## src/rtl/riscv_mc_ctrl_if.sv

```systemverilog
// Control bundle between the multicycle main controller and its datapath.
// The slave modport is the controller side, the master modport the datapath side.
interface riscv_mc_ctrl_if;
   logic [6:0] i_ctrl_opcode;
   logic [2:0] i_ctrl_funct3;
   logic       i_ctrl_funct7_5;
   logic       i_ctrl_alu_zero;
   logic       i_ctrl_mem_ready;
   logic       o_ctrl_mem_req;
   logic       o_ctrl_mem_wr_en;
   logic       o_ctrl_adr_src;
   logic       o_ctrl_ir_wr_en;
   logic       o_ctrl_pc_wr_en;
   logic       o_ctrl_reg_wr_en;
   logic [1:0] o_ctrl_src_alu_a;
   logic [1:0] o_ctrl_src_alu_b;
   logic [1:0] o_ctrl_src_rd;
   logic [2:0] o_ctrl_src_imm;
   logic [3:0] o_ctrl_alu_ctrl;
   logic       o_ctrl_illegal;
   logic [3:0] o_ctrl_state;

   modport slave (
      input  i_ctrl_opcode, i_ctrl_funct3, i_ctrl_funct7_5, i_ctrl_alu_zero, i_ctrl_mem_ready,
      output o_ctrl_mem_req, o_ctrl_mem_wr_en, o_ctrl_adr_src, o_ctrl_ir_wr_en,
             o_ctrl_pc_wr_en, o_ctrl_reg_wr_en, o_ctrl_src_alu_a, o_ctrl_src_alu_b,
             o_ctrl_src_rd, o_ctrl_src_imm, o_ctrl_alu_ctrl, o_ctrl_illegal, o_ctrl_state
   );

   modport master (
      output i_ctrl_opcode, i_ctrl_funct3, i_ctrl_funct7_5, i_ctrl_alu_zero, i_ctrl_mem_ready,
      input  o_ctrl_mem_req, o_ctrl_mem_wr_en, o_ctrl_adr_src, o_ctrl_ir_wr_en,
             o_ctrl_pc_wr_en, o_ctrl_reg_wr_en, o_ctrl_src_alu_a, o_ctrl_src_alu_b,
             o_ctrl_src_rd, o_ctrl_src_imm, o_ctrl_alu_ctrl, o_ctrl_illegal, o_ctrl_state
   );
endinterface

```

## src/rtl/riscv_mc_ctrl.sv

```systemverilog
// RV32I multicycle main controller: sequences fetch/decode/execute/memory/writeback
// over a shared ALU and a single memory port with ready-driven wait states.
module riscv_mc_ctrl (
   input  logic             i_clk,
   input  logic             i_rst,
   riscv_mc_ctrl_if.slave   bus
);
   localparam logic [3:0] S_FETCH  = 4'd0,  S_DECODE = 4'd1,  S_MEMADR = 4'd2,  S_MEMRD  = 4'd3;
   localparam logic [3:0] S_MEMWB  = 4'd4,  S_MEMWR  = 4'd5,  S_EXEC_R = 4'd6,  S_EXEC_I = 4'd7;
   localparam logic [3:0] S_ALUWB  = 4'd8,  S_BRANCH = 4'd9,  S_JAL    = 4'd10, S_JALR   = 4'd11;
   localparam logic [3:0] S_JALR_LINK = 4'd12, S_LUI = 4'd13, S_AUIPC  = 4'd14, S_TRAP   = 4'd15;

   localparam logic [6:0] OP_LOAD = 7'b0000011, OP_STORE = 7'b0100011, OP_R    = 7'b0110011;
   localparam logic [6:0] OP_I    = 7'b0010011, OP_BRANCH = 7'b1100011, OP_JAL = 7'b1101111;
   localparam logic [6:0] OP_JALR = 7'b1100111, OP_LUI   = 7'b0110111, OP_AUIPC = 7'b0010111;

   localparam logic [3:0] ALU_ADD = 4'd0, ALU_SUB = 4'd1, ALU_AND = 4'd2, ALU_OR  = 4'd3;
   localparam logic [3:0] ALU_XOR = 4'd4, ALU_SLT = 4'd5, ALU_SLTU = 4'd6, ALU_SLL = 4'd7;
   localparam logic [3:0] ALU_SRL = 4'd8, ALU_SRA = 4'd9;

   logic [3:0] r_state;
   logic       r_illegal;
   logic [3:0] w_next;
   logic       w_req, w_wr, w_adr, w_ir, w_pc, w_reg;
   logic [1:0] w_a, w_b, w_rd;
   logic [2:0] w_imm;
   logic [3:0] w_alu, w_alu_op, w_alu_br;
   logic       w_taken;

   always_ff @(posedge i_clk or posedge i_rst) begin
      if (i_rst) begin
         r_state   <= S_FETCH;
         r_illegal <= 1'b0;
      end else begin
         r_state <= w_next;
         if (w_next == S_TRAP)
            r_illegal <= 1'b1;
      end
   end

   // Operation decode for R/I-type; only R-type turns funct7_5 into SUB.
   always_comb begin
      w_alu_op = ALU_ADD;
      case (bus.i_ctrl_funct3)
         3'b000: w_alu_op = (bus.i_ctrl_opcode == OP_R && bus.i_ctrl_funct7_5) ? ALU_SUB : ALU_ADD;
         3'b001: w_alu_op = ALU_SLL;
         3'b010: w_alu_op = ALU_SLT;
         3'b011: w_alu_op = ALU_SLTU;
         3'b100: w_alu_op = ALU_XOR;
         3'b101: w_alu_op = bus.i_ctrl_funct7_5 ? ALU_SRA : ALU_SRL;
         3'b110: w_alu_op = ALU_OR;
         3'b111: w_alu_op = ALU_AND;
      endcase
   end

   // Branch compares reduce to a zero test: funct3[0] and funct3[2] each invert the sense.
   always_comb begin
      case (bus.i_ctrl_funct3[2:1])
         2'b10:   w_alu_br = ALU_SLT;
         2'b11:   w_alu_br = ALU_SLTU;
         default: w_alu_br = ALU_SUB;
      endcase
   end
   assign w_taken = bus.i_ctrl_alu_zero ^ bus.i_ctrl_funct3[0] ^ bus.i_ctrl_funct3[2];

   always_comb begin
      case (bus.i_ctrl_opcode)
         OP_STORE:         w_imm = 3'b001;
         OP_BRANCH:        w_imm = 3'b010;
         OP_LUI, OP_AUIPC: w_imm = 3'b011;
         OP_JAL:           w_imm = 3'b100;
         default:          w_imm = 3'b000;
      endcase
   end

   always_comb begin
      w_next = r_state;
      w_req  = 1'b0;  w_wr  = 1'b0;  w_adr = 1'b0;
      w_ir   = 1'b0;  w_pc  = 1'b0;  w_reg = 1'b0;
      w_a    = 2'b00; w_b   = 2'b00; w_rd  = 2'b00;
      w_alu  = ALU_ADD;
      case (r_state)
         S_FETCH: begin
            w_req = 1'b1; w_b = 2'b10; w_rd = 2'b10;
            if (bus.i_ctrl_mem_ready) begin
               w_ir = 1'b1; w_pc = 1'b1; w_next = S_DECODE;
            end
         end
         S_DECODE: begin
            w_a = 2'b01; w_b = 2'b01;
            case (bus.i_ctrl_opcode)
               OP_LOAD, OP_STORE: w_next = S_MEMADR;
               OP_R:      w_next = S_EXEC_R;
               OP_I:      w_next = S_EXEC_I;
               OP_BRANCH: w_next = (bus.i_ctrl_funct3[2:1] == 2'b01) ? S_TRAP : S_BRANCH;
               OP_JAL:    w_next = S_JAL;
               OP_JALR:   w_next = S_JALR;
               OP_LUI:    w_next = S_LUI;
               OP_AUIPC:  w_next = S_AUIPC;
               default:   w_next = S_TRAP;
            endcase
         end
         S_MEMADR: begin
            w_a = 2'b10; w_b = 2'b01;
            w_next = (bus.i_ctrl_opcode == OP_STORE) ? S_MEMWR : S_MEMRD;
         end
         S_MEMRD: begin
            w_req = 1'b1; w_adr = 1'b1;
            if (bus.i_ctrl_mem_ready) w_next = S_MEMWB;
         end
         S_MEMWB: begin
            w_rd = 2'b01; w_reg = 1'b1; w_next = S_FETCH;
         end
         S_MEMWR: begin
            w_req = 1'b1; w_wr = 1'b1; w_adr = 1'b1;
            if (bus.i_ctrl_mem_ready) w_next = S_FETCH;
         end
         S_EXEC_R: begin
            w_a = 2'b10; w_alu = w_alu_op; w_next = S_ALUWB;
         end
         S_EXEC_I: begin
            w_a = 2'b10; w_b = 2'b01; w_alu = w_alu_op; w_next = S_ALUWB;
         end
         S_ALUWB: begin
            w_reg = 1'b1; w_next = S_FETCH;
         end
         S_BRANCH: begin
            w_a = 2'b10; w_alu = w_alu_br; w_pc = w_taken; w_next = S_FETCH;
         end
         S_JAL: begin
            w_a = 2'b01; w_b = 2'b10; w_pc = 1'b1; w_next = S_ALUWB;
         end
         S_JALR: begin
            w_a = 2'b10; w_b = 2'b01; w_rd = 2'b10; w_pc = 1'b1; w_next = S_JALR_LINK;
         end
         S_JALR_LINK: begin
            w_a = 2'b01; w_b = 2'b10; w_rd = 2'b10; w_reg = 1'b1; w_next = S_FETCH;
         end
         S_LUI: begin
            w_a = 2'b11; w_b = 2'b01; w_next = S_ALUWB;
         end
         S_AUIPC: begin
            w_a = 2'b01; w_b = 2'b01; w_next = S_ALUWB;
         end
         S_TRAP: w_next = S_TRAP;
      endcase
   end

   // Reset gates every strobe combinationally so nothing leaks out between edges.
   assign bus.o_ctrl_mem_req   = w_req & ~i_rst;
   assign bus.o_ctrl_mem_wr_en = w_wr  & ~i_rst;
   assign bus.o_ctrl_ir_wr_en  = w_ir  & ~i_rst;
   assign bus.o_ctrl_pc_wr_en  = w_pc  & ~i_rst;
   assign bus.o_ctrl_reg_wr_en = w_reg & ~i_rst;
   assign bus.o_ctrl_adr_src   = w_adr;
   assign bus.o_ctrl_src_alu_a = w_a;
   assign bus.o_ctrl_src_alu_b = w_b;
   assign bus.o_ctrl_src_rd    = w_rd;
   assign bus.o_ctrl_src_imm   = w_imm;
   assign bus.o_ctrl_alu_ctrl  = w_alu;
   assign bus.o_ctrl_illegal   = r_illegal;
   assign bus.o_ctrl_state     = r_state;
endmodule
```

## src/flat_wrapper.sv

```systemverilog
// flat-port wrapper written by rule: the top's interface ports become plain ports
module riscv_mc_ctrl_flat 
  (i_clk, i_rst, bus_i_ctrl_opcode, bus_i_ctrl_funct3, bus_i_ctrl_funct7_5, bus_i_ctrl_alu_zero, bus_i_ctrl_mem_ready, bus_o_ctrl_mem_req, bus_o_ctrl_mem_wr_en, bus_o_ctrl_adr_src, bus_o_ctrl_ir_wr_en, bus_o_ctrl_pc_wr_en, bus_o_ctrl_reg_wr_en, bus_o_ctrl_src_alu_a, bus_o_ctrl_src_alu_b, bus_o_ctrl_src_rd, bus_o_ctrl_src_imm, bus_o_ctrl_alu_ctrl, bus_o_ctrl_illegal, bus_o_ctrl_state);
  riscv_mc_ctrl_if bus_i ();
  input  logic i_clk;
  input  logic i_rst;
  input wire logic [$bits(bus_i.i_ctrl_opcode)-1:0] bus_i_ctrl_opcode;
  input wire logic [$bits(bus_i.i_ctrl_funct3)-1:0] bus_i_ctrl_funct3;
  input wire logic [$bits(bus_i.i_ctrl_funct7_5)-1:0] bus_i_ctrl_funct7_5;
  input wire logic [$bits(bus_i.i_ctrl_alu_zero)-1:0] bus_i_ctrl_alu_zero;
  input wire logic [$bits(bus_i.i_ctrl_mem_ready)-1:0] bus_i_ctrl_mem_ready;
  output wire logic [$bits(bus_i.o_ctrl_mem_req)-1:0] bus_o_ctrl_mem_req;
  output wire logic [$bits(bus_i.o_ctrl_mem_wr_en)-1:0] bus_o_ctrl_mem_wr_en;
  output wire logic [$bits(bus_i.o_ctrl_adr_src)-1:0] bus_o_ctrl_adr_src;
  output wire logic [$bits(bus_i.o_ctrl_ir_wr_en)-1:0] bus_o_ctrl_ir_wr_en;
  output wire logic [$bits(bus_i.o_ctrl_pc_wr_en)-1:0] bus_o_ctrl_pc_wr_en;
  output wire logic [$bits(bus_i.o_ctrl_reg_wr_en)-1:0] bus_o_ctrl_reg_wr_en;
  output wire logic [$bits(bus_i.o_ctrl_src_alu_a)-1:0] bus_o_ctrl_src_alu_a;
  output wire logic [$bits(bus_i.o_ctrl_src_alu_b)-1:0] bus_o_ctrl_src_alu_b;
  output wire logic [$bits(bus_i.o_ctrl_src_rd)-1:0] bus_o_ctrl_src_rd;
  output wire logic [$bits(bus_i.o_ctrl_src_imm)-1:0] bus_o_ctrl_src_imm;
  output wire logic [$bits(bus_i.o_ctrl_alu_ctrl)-1:0] bus_o_ctrl_alu_ctrl;
  output wire logic [$bits(bus_i.o_ctrl_illegal)-1:0] bus_o_ctrl_illegal;
  output wire logic [$bits(bus_i.o_ctrl_state)-1:0] bus_o_ctrl_state;
  assign bus_i.i_ctrl_opcode = bus_i_ctrl_opcode;
  assign bus_i.i_ctrl_funct3 = bus_i_ctrl_funct3;
  assign bus_i.i_ctrl_funct7_5 = bus_i_ctrl_funct7_5;
  assign bus_i.i_ctrl_alu_zero = bus_i_ctrl_alu_zero;
  assign bus_i.i_ctrl_mem_ready = bus_i_ctrl_mem_ready;
  assign bus_o_ctrl_mem_req = bus_i.o_ctrl_mem_req;
  assign bus_o_ctrl_mem_wr_en = bus_i.o_ctrl_mem_wr_en;
  assign bus_o_ctrl_adr_src = bus_i.o_ctrl_adr_src;
  assign bus_o_ctrl_ir_wr_en = bus_i.o_ctrl_ir_wr_en;
  assign bus_o_ctrl_pc_wr_en = bus_i.o_ctrl_pc_wr_en;
  assign bus_o_ctrl_reg_wr_en = bus_i.o_ctrl_reg_wr_en;
  assign bus_o_ctrl_src_alu_a = bus_i.o_ctrl_src_alu_a;
  assign bus_o_ctrl_src_alu_b = bus_i.o_ctrl_src_alu_b;
  assign bus_o_ctrl_src_rd = bus_i.o_ctrl_src_rd;
  assign bus_o_ctrl_src_imm = bus_i.o_ctrl_src_imm;
  assign bus_o_ctrl_alu_ctrl = bus_i.o_ctrl_alu_ctrl;
  assign bus_o_ctrl_illegal = bus_i.o_ctrl_illegal;
  assign bus_o_ctrl_state = bus_i.o_ctrl_state;
  riscv_mc_ctrl u_core (.i_clk(i_clk), .i_rst(i_rst), .bus(bus_i));
endmodule
```

## config.mk

```make
export PLATFORM = sky130hd
export DESIGN_NAME = riscv_mc_ctrl_flat
export DESIGN_NICKNAME = d
export VERILOG_FILES = /design/src/rtl/riscv_mc_ctrl_if.sv /design/src/rtl/riscv_mc_ctrl.sv /design/src/flat_wrapper.sv
export SDC_FILE = /design/constraint.sdc
export NUM_CORES = 1
export LEC_CHECK = 0
export BUFFER_PORTS_ARGS = -buffer_cell sky130_fd_sc_hd__buf_4
export CAP_MARGIN = 20
export CORE_MARGIN = 1.5
export CORE_UTILIZATION = 47
export DETAILED_ROUTE_END_ITERATION = 12
export PLACE_DENSITY = 0.87
export SYNTH_ARGS = -nofsm -noshare
export SYNTH_HDL_FRONTEND = slang
export SYNTH_SLANG_ARGS = --single-unit
```

## constraint.sdc

```tcl
create_clock -name i_clk -period 1.75 [get_ports i_clk]
set_clock_uncertainty 0.15 [all_clocks]
set_input_delay 0.2625 -clock i_clk [delete_from_list [all_inputs] [get_ports i_clk]]
set_output_delay 0.2625 -clock i_clk [all_outputs]
set_load 0.01 [all_outputs]
```

==> results of run 1 <==
logic make-up after synthesis:
logic type	count (synthesis)	share of synthesized area, %
and+or+nand+nor	70	42.4
AOI/OAI and AO/OA	39	30.0
buffers and inverters	12	6.82
xor gates and xnor gates	5	4.77
DFF	5	13.6
muxes	2	2.32
timing repair:
item	in CTS
endpoints found under the setup margin	15
gates resized for setup	34
pin swaps	6
endpoints found under the hold margin	5
buffers inserted	10
hold buffers	1
gates cloned	0
through the flow:
| stage | setup TNS (ns) | setup WS [ns] | std cells | cell area [µm²] |
|---|---|---|---|---|
| detailed placement | -0.0613 | -0.0393 | 210 | 1370 |
| floorplan | 0 | 0.00351 | 133 | 925 |
| CTS | -1.38 | -0.224 | 224 | 1590 |
| global placement | 0 | 0.0367 | 210 | 1370 |
==> summary.txt, run 1 <==
Synth
  • Fraction of post-synthesis cell area in the top cell type by area: 13.6%
  • Yosys Warn Count: 0
  • Synthesized Nets: 148
  • Synth cell types: 46
  • Most area-hungry cell type in the Yosys netlist: dfrtp_1
  • Fraction of the yosys area taken by sequential cells: 13.6%
  • Commonest register cell after synthesis: dfrtp_1
  • Synth top area cells: dfrtp_1 (14%), nor2_1 (6.1%), o21ai_0 (6.0%)
  • Synthesized area per cell: 6.90 µm²
  • Count of flip-flops with a built-in enable after synthesis: 0
  • Cell count after synthesis: 133
  • Share of flip-flops with an asynchronous set or reset after synthesis: 100%
  • Leading cell types by count after synthesis: nor2_1 (15), nand2_1 (14), o21ai_0 (11)
  • Synth Cell Area: 917 µm²
  • Synth Register Bits: 5
  • Most frequently used cell type in the post-synthesis netlist: nor2_1

Die
  • # rows: 15
  • Vertical extent of the die: 47.2 µm
  • Die span in x: 47.2 µm
  • Top-Level Pins: 39
  • Starting density of the core: 51.4%

CTS
  • CTS Sinks: 5
  • Clk root buf: clkbuf_4
  • Number of CTS-inserted buffers: 3
  • H-tree lvl count: 1
  • CTS max path bufs: 2

Run status
  • Stage at which the run stopped: 5_1_grt
  • Run status: stopped before the end
  • Tool error: [ERROR DPL-0038] Utilization greater than 100%, impossible to legalize

Timing
  • WEP type: top-level output
  • Worst endpoint from the post-global-route timing repair: bus_o_ctrl_alu_ctrl[1]

Placement
  • Dpl hpwl: 2.31 mm
  • Weighted congestion reported at the end of routability-driven placement: 0.878
  • Quantity of I/O buffers inserted on ports: 38

Global routing
  • Largest net degree at the start of global routing: 12
==> inputs of run 2 (changes only) <==
Settings changed: CORE_AREA from default to 2 2 63 65, CORE_MARGIN 1.5 to default, CORE_UTILIZATION 47 to default, DIE_AREA from default to 0 0 65 67, PLACE_DENSITY 0.87 to default, PLACE_DENSITY_LB_ADDON from default to 0.15.
==> run 2 against run 1 <==
Net effect: the flow now finishes, with violations (setup timing); synthesized area stayed put; synthesized cell count stayed put.
==> summary.txt, run 2 <==
Run status
  • Run status: complete, but fails checks
  • Violated checks: setup timing

Cells and area
  • Number of flip-flops under the largest register name: 4
  • Non-filler cells, final: 261
  • Signed area change from the synthesized netlist to the final layout: 104%
  • Most frequent cells in the layout: buf_4 (66), buf_6 (17), o21ai_1 (11), nand2_1 (11), nor2_1 (8)
  • Total number of nets in the final design: 229
  • Antenna Diode Count: 0
  • Most frequent standard cell in the layout excluding fill and tap cells: buf_4
  • Layout cell share with drive strength beyond 1: 61.0%
  • Fillcell total: 337

CTS
  • Later-pin clock latency in the skew report: 0.22 ns
  • TritonCTS clock tree: yes
  • Clk root buf: clkbuf_8
  • Clock-pin slew on the worst setup and hold paths: 0.03 ns
  • Number of CTS-inserted buffers: 3 (unchanged)
  • H-tree lvl count: 1 (unchanged)
  • CTS max path bufs: 2 (unchanged)
  • CTS Sinks: 5 (unchanged)

Synth
  • Yosys Warn Count: 0 (unchanged)
  • Share of synthesized area spent on multiplexers: 2.32% (unchanged)
  • Area share of xor/xnor cells in the synthesized design: 4.77% (unchanged)
  • Synth Register Bits: 5 (unchanged)
  • Most area-hungry cell type in the Yosys netlist: dfrtp_1
  • Cell count after synthesis: 133 (unchanged)
  • Area share of and/or/nand/nor cells after synthesis: 42.4% (unchanged)
  • Synth cell types: 46 (unchanged)
  • Synth Cell Area: 917 µm² (unchanged)
  • Complex-gate fraction of the synthesized area: 30.0% (unchanged)
  • Dominant combinational cell family by area after synthesis: simple AND/OR/NAND/NOR gates
  • Commonest register cell after synthesis: dfrtp_1
  • Synthesized area per cell: 6.90 µm² (unchanged)
  • Share of flip-flops with an asynchronous set or reset after synthesis: 100% (unchanged)
  • Arithmetic-cell share of the synthesized area counting full adders, half adders and majority gates: 0% (unchanged)
  • Most frequently used cell type in the post-synthesis netlist: nor2_1
  • Count of flip-flops with a built-in enable after synthesis: 0 (unchanged)
  • Synthesized Nets: 148 (unchanged)
  • Fraction of the yosys area taken by sequential cells: 13.6% (unchanged)
  • Synth top area cells: dfrtp_1 (14%), nor2_1 (6.1%), o21ai_0 (6.0%)
  • Leading cell types by count after synthesis: nor2_1 (15), nand2_1 (14), o21ai_0 (11)
  • Fraction of post-synthesis cell area in the top cell type by area: 13.6% (unchanged)

Timing
  • Final setup margin: -0.217 ns
  • RSZ-0062 raised after global routing: yes
  • Relative slew slack: 74.4%
  • Post-layout min period: 1.97 ns
  • Tightest hold margin: 0.365 ns
  • Hold violation total from the final report: 0
  • Count of endpoints failing setup in the final report: 18
  • Measured slew at the worst slew-check pin: 0.383 ns
  • Fmax: 508 MHz
  • Period Utilization, post-route: 112%
  • Number of max-slew violations in the final report: 0

Placement
  • Quantity of I/O buffers inserted on ports: 38 (unchanged)
  • Cell total after placement: 237 (+13%)
  • Dpl hpwl: 2.40 mm (+4.1%)
  • Weighted congestion reported at the end of routability-driven placement: 0.799 (-8.9%)
  • Worst setup slack before clock tree synthesis: 0.00891 ns (+0.0482 ns)

Routing
  • Aggregate routed wire length: 3.70 mm
  • Starting DRC count in detailed routing: 45
  • Pre-antenna DRT Iters: 4
  • Remaining antenna violation count: 0
  • Via count: 1,305
  • Residual DRC: 0
  • Post-detailed-route wirelength per cell: 14.2 µm
  • Via-to-Cell Ratio: 5.00

Die
  • Starting density of the core: 25.4% (-26 points)
  • Top-Level Pins: 39 (unchanged)
  • Floorplan Core Area: 0.00361 mm²
  • # rows: 22 (+7)
  • Die span in x: 65 µm (+38%)
  • Full die area: 0.00436 mm²
  • Vertical extent of the die: 67 µm (+42%)

Critical path
  • Required time of the critical path: 1.34 ns
  • Worst endpoint data arrival time: 1.55 ns
  • Crit. Startpoint: u_core.bus.o_ctrl_state[2]$_DFF_PP0_
  • R2R cell count: 8
  • Endpoint of the worst register-to-register path: u_core.bus.o_ctrl_illegal$_DFFE_PP0N_
  • Highest net fanout along the worst path: 3
  • Cell-by-cell listing of the critical path: nand2b_4 -> nor2_4 -> a21oi_2 -> a2111oi_2 -> buf_4
  • Max incr delay on CP: 0.41 ns
  • Worst reg-to-reg setup slack: -0.12 ns
  • Critical Setup Path Class: reg2out
  • Launch instance of the worst register-to-register path: u_core.bus.o_ctrl_state[3]$_DFF_PP0_
  • Critical Path End Type: output port
  • Crit-path slowest cell: dfrtp_1
  • Critical path launch point type: flip-flop

Min path
  • Hold Crit Start: bus_i_ctrl_opcode[2]
  • Hold WC Path Type: in2reg
  • Cells on Worst Hold Path: 4
  • Worst hold endpoint: u_core.bus.o_ctrl_state[2]$_DFF_PP0_

Global routing
  • Initial antenna violation count: 0
  • Total global routing overflow: 0
  • Global-route wire length before repair: 5.28 mm
  • Via count of the first global-routing pass: 1,191
  • Combined global-route utilization of all metal layers: 15.3%
  • Largest net degree at the start of global routing: 12

Power
  • PnR Total Power: 2.83 mW
  • P_leak: 0.832 nW
  • IR Drop Worst-Case VDD: 1.09 mV
  • Power density over cell area: 1510 mW/mm²

Flow run
  • Total of max-cap violations: 0
[run 2: metal layers]
| layer | wire [µm] | share of wire, % | global-route usage [%] |
|---|---|---|---|
| met5 | 0 | 0 | 0 |
| met4 | 36 | 0.97 | 5.59 |
| met3 | 135 | 3.6 | 1.52 |
| met2 | 2000 | 54 | 28.2 |
| met1 | 1530 | 41 | 18.1 |
[run 2: final cells by class]
class / count / area, µm² / share of cell area (%)
timing repair buffer: 84 / 697 / 37.2
multi-input combinational: 116 / 928 / 49.5
clock buffer: 4 / 45.0 / 2.40
inverter: 4 / 17.5 / 0.935
sequential: 5 / 126 / 6.74
tap: 48 / 60.1 / 3.20
[run 2: metrics by stage]
step	TNS, ns	cell area [µm²]	util (%)
floorplan	0	925	-
global placement	0	1420	39.3
detailed placement	0	1420	39.3
CTS	-0.850	1610	44.8
global route	-2.97	1870	52.0
finish	-1.73	1870	52.0
[run 2: worst max-delay path: cells and delay by family (launching register included)]
kind,cells,cell delay (ns)
simple gates,2,0.28
flops,1,0.41
buf+inv,1,0.18
compound gates,2,0.46
[run 2: kinds of logic after synthesis]
family,after synthesis
muxes,2
DFF,5
xor gates and xnor gates,5
AOI/OAI and AO/OA,39
buffers and inverters,12
and+or+nand+nor,70
[run 2: report_power, final]
part           leakage (nW)  total (mW)  switching, mW  internal, mW
combinational         0.746        2.39           1.13          1.26
clock                0.0228       0.212         0.0562         0.156
sequential           0.0636       0.223         0.0601         0.163
total                 0.832        2.83           1.25          1.58
[run 2: how the worst max path moves through the flow]
stage,cells after the start,slack (ns),to
2_1_floorplan,4,0.004,bus_o_ctrl_pc_wr_en
3_3_place_gp,5,0.02,bus_o_ctrl_pc_wr_en
3_5_place_dp,5,0.009,bus_o_ctrl_pc_wr_en
4_1_cts,5,-0.20,bus_o_ctrl_pc_wr_en
5_1_grt,5,-0.29,bus_o_ctrl_pc_wr_en
6_report,5,-0.22,bus_o_ctrl_pc_wr_en
[run 2: timing repair]
action,CTS,global route
pin swaps,9,17
hold buffers,1,0
endpoints found under the hold margin,5,0
gates resized for setup,34,40
buffers inserted,5,15
endpoints found under the setup margin,14,19
Power figures use the tool's default switching activity.
==> inputs of run 3 (changes only) <==
Settings changed: RECOVER_POWER from default to 50, SETUP_SLACK_MARGIN from default to 0.5.
==> run 3 against run 2 <==
Net effect: critical endpoint unchanged; highest routed layer unchanged; the run still ends with setup timing left; cell count shrank 1.5%; critical path type unchanged; first-iteration DRC count rose by 140%; register-to-register slack improved by 0.10 ns; sequential power up 13%; sequential share of layout area decreased by 0.21 points.
==> summary.txt, run 3 (same netlist as run 2, synthesis figures left out) <==
Critical path
  • Worst endpoint data arrival time: 1.48 ns (-0.07 ns)
  • Highest net fanout along the worst path: 5 (+2)
  • Launch instance of the worst register-to-register path: u_core.bus.o_ctrl_state[1]$_DFF_PP0_
  • Capturing instance or port of the critical path: bus_o_ctrl_pc_wr_en
  • Required time of the critical path: 1.34 ns (about the same)
  • Cell-by-cell listing of the critical path: nand2b_4 -> nor2_4 -> a21oi_2 -> a2111oi_4 -> buf_4
  • Critical path launch point type: flip-flop
  • Max incr delay on CP: 0.44 ns (+0.03 ns)
  • Critical Path End Type: output port
  • Endpoint of the worst register-to-register path: u_core.bus.o_ctrl_illegal$_DFFE_PP0N_
  • Crit. Startpoint: u_core.bus.o_ctrl_state[1]$_DFF_PP0_
  • Crit-path slowest cell: dfrtp_2
  • Worst reg-to-reg setup slack: -0.02 ns (+0.10 ns)
  • Critical Setup Path Class: reg2out
  • R2R cell count: 6 (-2)

Cells and area
  • Storage cell area: 130 µm² (+3.0%)
  • Signed area change from the synthesized netlist to the final layout: 117%
  • Most frequent standard cell in the layout excluding fill and tap cells: buf_4
  • Fillcell total: 334 (-0.89%)
  • Layout cell share with drive strength beyond 1: 62.2% (+1.2 points)
  • Area taken by multi-input logic gates: 0.00101 mm² (+8.8%)
  • Finished layout cell area: 0.00199 mm² (+6.3%)
  • Total number of nets in the final design: 225 (-1.7%)
  • Non-filler cells, final: 257 (-1.5%)
  • Most frequent cells in the layout: buf_4 (51), buf_6 (18), o21ai_1 (13)
  • Number of flip-flops under the largest register name: 4 (unchanged)
  • Antenna Diode Count: 0 (unchanged)

Global routing
  • Via count of the first global-routing pass: 1,209 (+1.5%)
  • Combined global-route utilization of all metal layers: 16.6% (+1.3 points)
  • Total global routing overflow: 0 (unchanged)
  • Largest net degree at the start of global routing: 11 (-1)
  • Initial antenna violation count: 0 (unchanged)
  • Global-route wire length before repair: 5.67 mm (+7.4%)

Power
  • Clock group share of total power: 7.4% (about the same)
  • Share of power burned in combinational logic: 83.8% (-0.8 points)
  • Cell Int Power: 1.61 mW (+1.6%)
  • Net switching share of the total power: 44.0% (-0.089 points)
  • P_leak: 0.843 nW (+1.3%)
  • Sequential group share of total power: 8.8% (+0.9 points)
  • Net load switching power: 1.26 mW (+1.3%)
  • Power density over cell area: 1440 mW/mm² (-4.6%)
  • IR Drop Worst-Case VDD: 0.688 mV (-37%)

Die
  • Top-Level Pins: 39 (unchanged)
  • Starting density of the core: 25.4% (unchanged)
  • Full die area: 0.00436 mm² (unchanged)
  • Vertical extent of the die: 67 µm (unchanged)
  • # rows: 22 (unchanged)
  • Floorplan Core Area: 0.00361 mm² (unchanged)
  • Die span in x: 65 µm (unchanged)

Placement
  • Cell total after placement: 230 (-3.0%)
  • Quantity of I/O buffers inserted on ports: 38 (unchanged)
  • Weighted congestion reported at the end of routability-driven placement: 0.876 (+9.6%)
  • Dpl hpwl: 2.55 mm (+6.1%)
  • Placed cell area: 0.00148 mm² (+4.4%)

Run status
  • Violated checks: setup timing
  • Run status: complete, but fails checks

Routing
  • Residual DRC: 0 (unchanged)
  • Remaining antenna violation count: 0 (unchanged)
  • Post-detailed-route wirelength per cell: 14.1 µm (-0.86%)
  • Aggregate routed wire length: 3.61 mm (-2.4%)
  • Pre-antenna DRT Iters: 4 (unchanged)
  • Starting DRC count in detailed routing: 110 (+140%)
  • Via count: 1,285 (-1.5%)
  • Via-to-Cell Ratio: 5.00 (unchanged)

CTS
  • Later-pin clock latency in the skew report: 0.22 ns (about the same)
  • CTS max path bufs: 2 (unchanged)
  • H-tree lvl count: 1 (unchanged)
  • Clk root buf: clkbuf_8
  • CTS Sinks: 5 (unchanged)
  • Clock-pin slew on the worst setup and hold paths: 0.04 ns (about the same)
  • TritonCTS clock tree: yes
  • Number of CTS-inserted buffers: 3 (unchanged)

Flow run
  • Total of max-cap violations: 0 (unchanged)

Timing
  • Measured slew at the worst slew-check pin: 0.486 ns (+0.103 ns)
  • Number of max-slew violations in the final report: 0 (unchanged)
  • Count of endpoints failing setup in the final report: 13 (-5)
  • Relative slew slack: 67.6% (-6.8 points)
  • Post-layout min period: 1.89 ns (-0.0723 ns)
  • Fmax: 528 MHz (+3.8%)
  • Period Utilization, post-route: 108% (-4.1 points)
  • Final setup margin: -0.145 ns (+0.0723 ns)
  • Hold violation total from the final report: 0 (unchanged)
  • RSZ-0062 raised after global routing: yes

Min path
  • Hold WC Path Type: in2reg
[run 3: cell count changes in the layout (fill, tap and decap cells not counted), sizes merged]
cell and change:
clkbuf +4, buf -9, bufbuf +1
[run 3: per-layer routing]
metal,vias up,GRT usage [%],part of all wire [%]
li1,640,-,-
met5,-,0,0
met2,32,29.5,52
met4,0,4.26,0.72
met3,2,1.35,3.8
met1,611,21.5,44
[run 3: stage by stage]
| step | utilization [%] | total power [mW] | TNS [ns] | setup slack (ns) | hold WS (ns) |
|---|---|---|---|---|---|
| 5_1_grt | 55.3 | 3.06 | -1.74 | -0.207 | 0.327 |
| 3_3_place_gp | 41.0 | 1.87 | -0.0326 | -0.0172 | 0.163 |
| 6_report | 55.3 | 2.87 | -0.846 | -0.145 | 0.311 |
| 4_1_cts | 51.8 | 2.60 | -0.801 | -0.135 | 0.306 |
| 2_1_floorplan | - | 1.25 | 0 | 0.164 | -0.104 |
| 3_5_place_dp | 41.0 | 1.89 | -0.0149 | -0.00910 | 0.152 |
[run 3: worst min-delay path by stage]
stage	start	end	slack, ns	cells past startpoint
global route	bus_i_ctrl_opcode[2]	u_core.bus.o_ctrl_state[1]$_DFF_PP0_	0.33	4
detailed placement	i_rst	u_core.bus.o_ctrl_state[1]$_DFF_PP0_	0.15	3
CTS	bus_i_ctrl_opcode[2]	u_core.bus.o_ctrl_state[1]$_DFF_PP0_	0.31	4
global placement	i_rst	u_core.bus.o_ctrl_state[1]$_DFF_PP0_	0.16	3
floorplan	i_rst	u_core.bus.o_ctrl_illegal$_DFFE_PP0N_	-0.10	1
finish	bus_i_ctrl_opcode[2]	u_core.bus.o_ctrl_state[1]$_DFF_PP0_	0.31	4
[run 3: cell type report]
cell class / instances / area share (%)
Multi-Input combinational cell: 116 / 50.7
Timing Repair Buffer: 80 / 36.8
Sequential cell: 5 / 6.53
Tap cell: 48 / 3.01
Clock buffer: 4 / 2.26
Inverter: 4 / 0.753
[run 3: timing repair]
action	in CTS	in global routing
resized for setup	44	25
setup endpoints to repair	28	28
endpoints found under the hold margin	5	0
cloned	1	0
setup buffers	16	5
pin swaps	26	11
hold buffers	1	0
[run 3: power groups by stage]
stage / Combinational, mW / Sequential (mW) / Clock (mW)
floorplan: 1.02 / 0.237 / 0
global placement: 1.62 / 0.245 / 0
detailed placement: 1.64 / 0.247 / 0
CTS: 2.13 / 0.249 / 0.217
global route: 2.57 / 0.259 / 0.228
finish: 2.41 / 0.253 / 0.212
[run 3: worst max-delay path: cells and delay by family, from the launching register on]
kind                   cells  cell delay, ns
DFF                        1            0.44
AOI/OAI and AO/OA          2            0.37
buffers and inverters      1            0.17
and+or+nand+nor            2            0.28
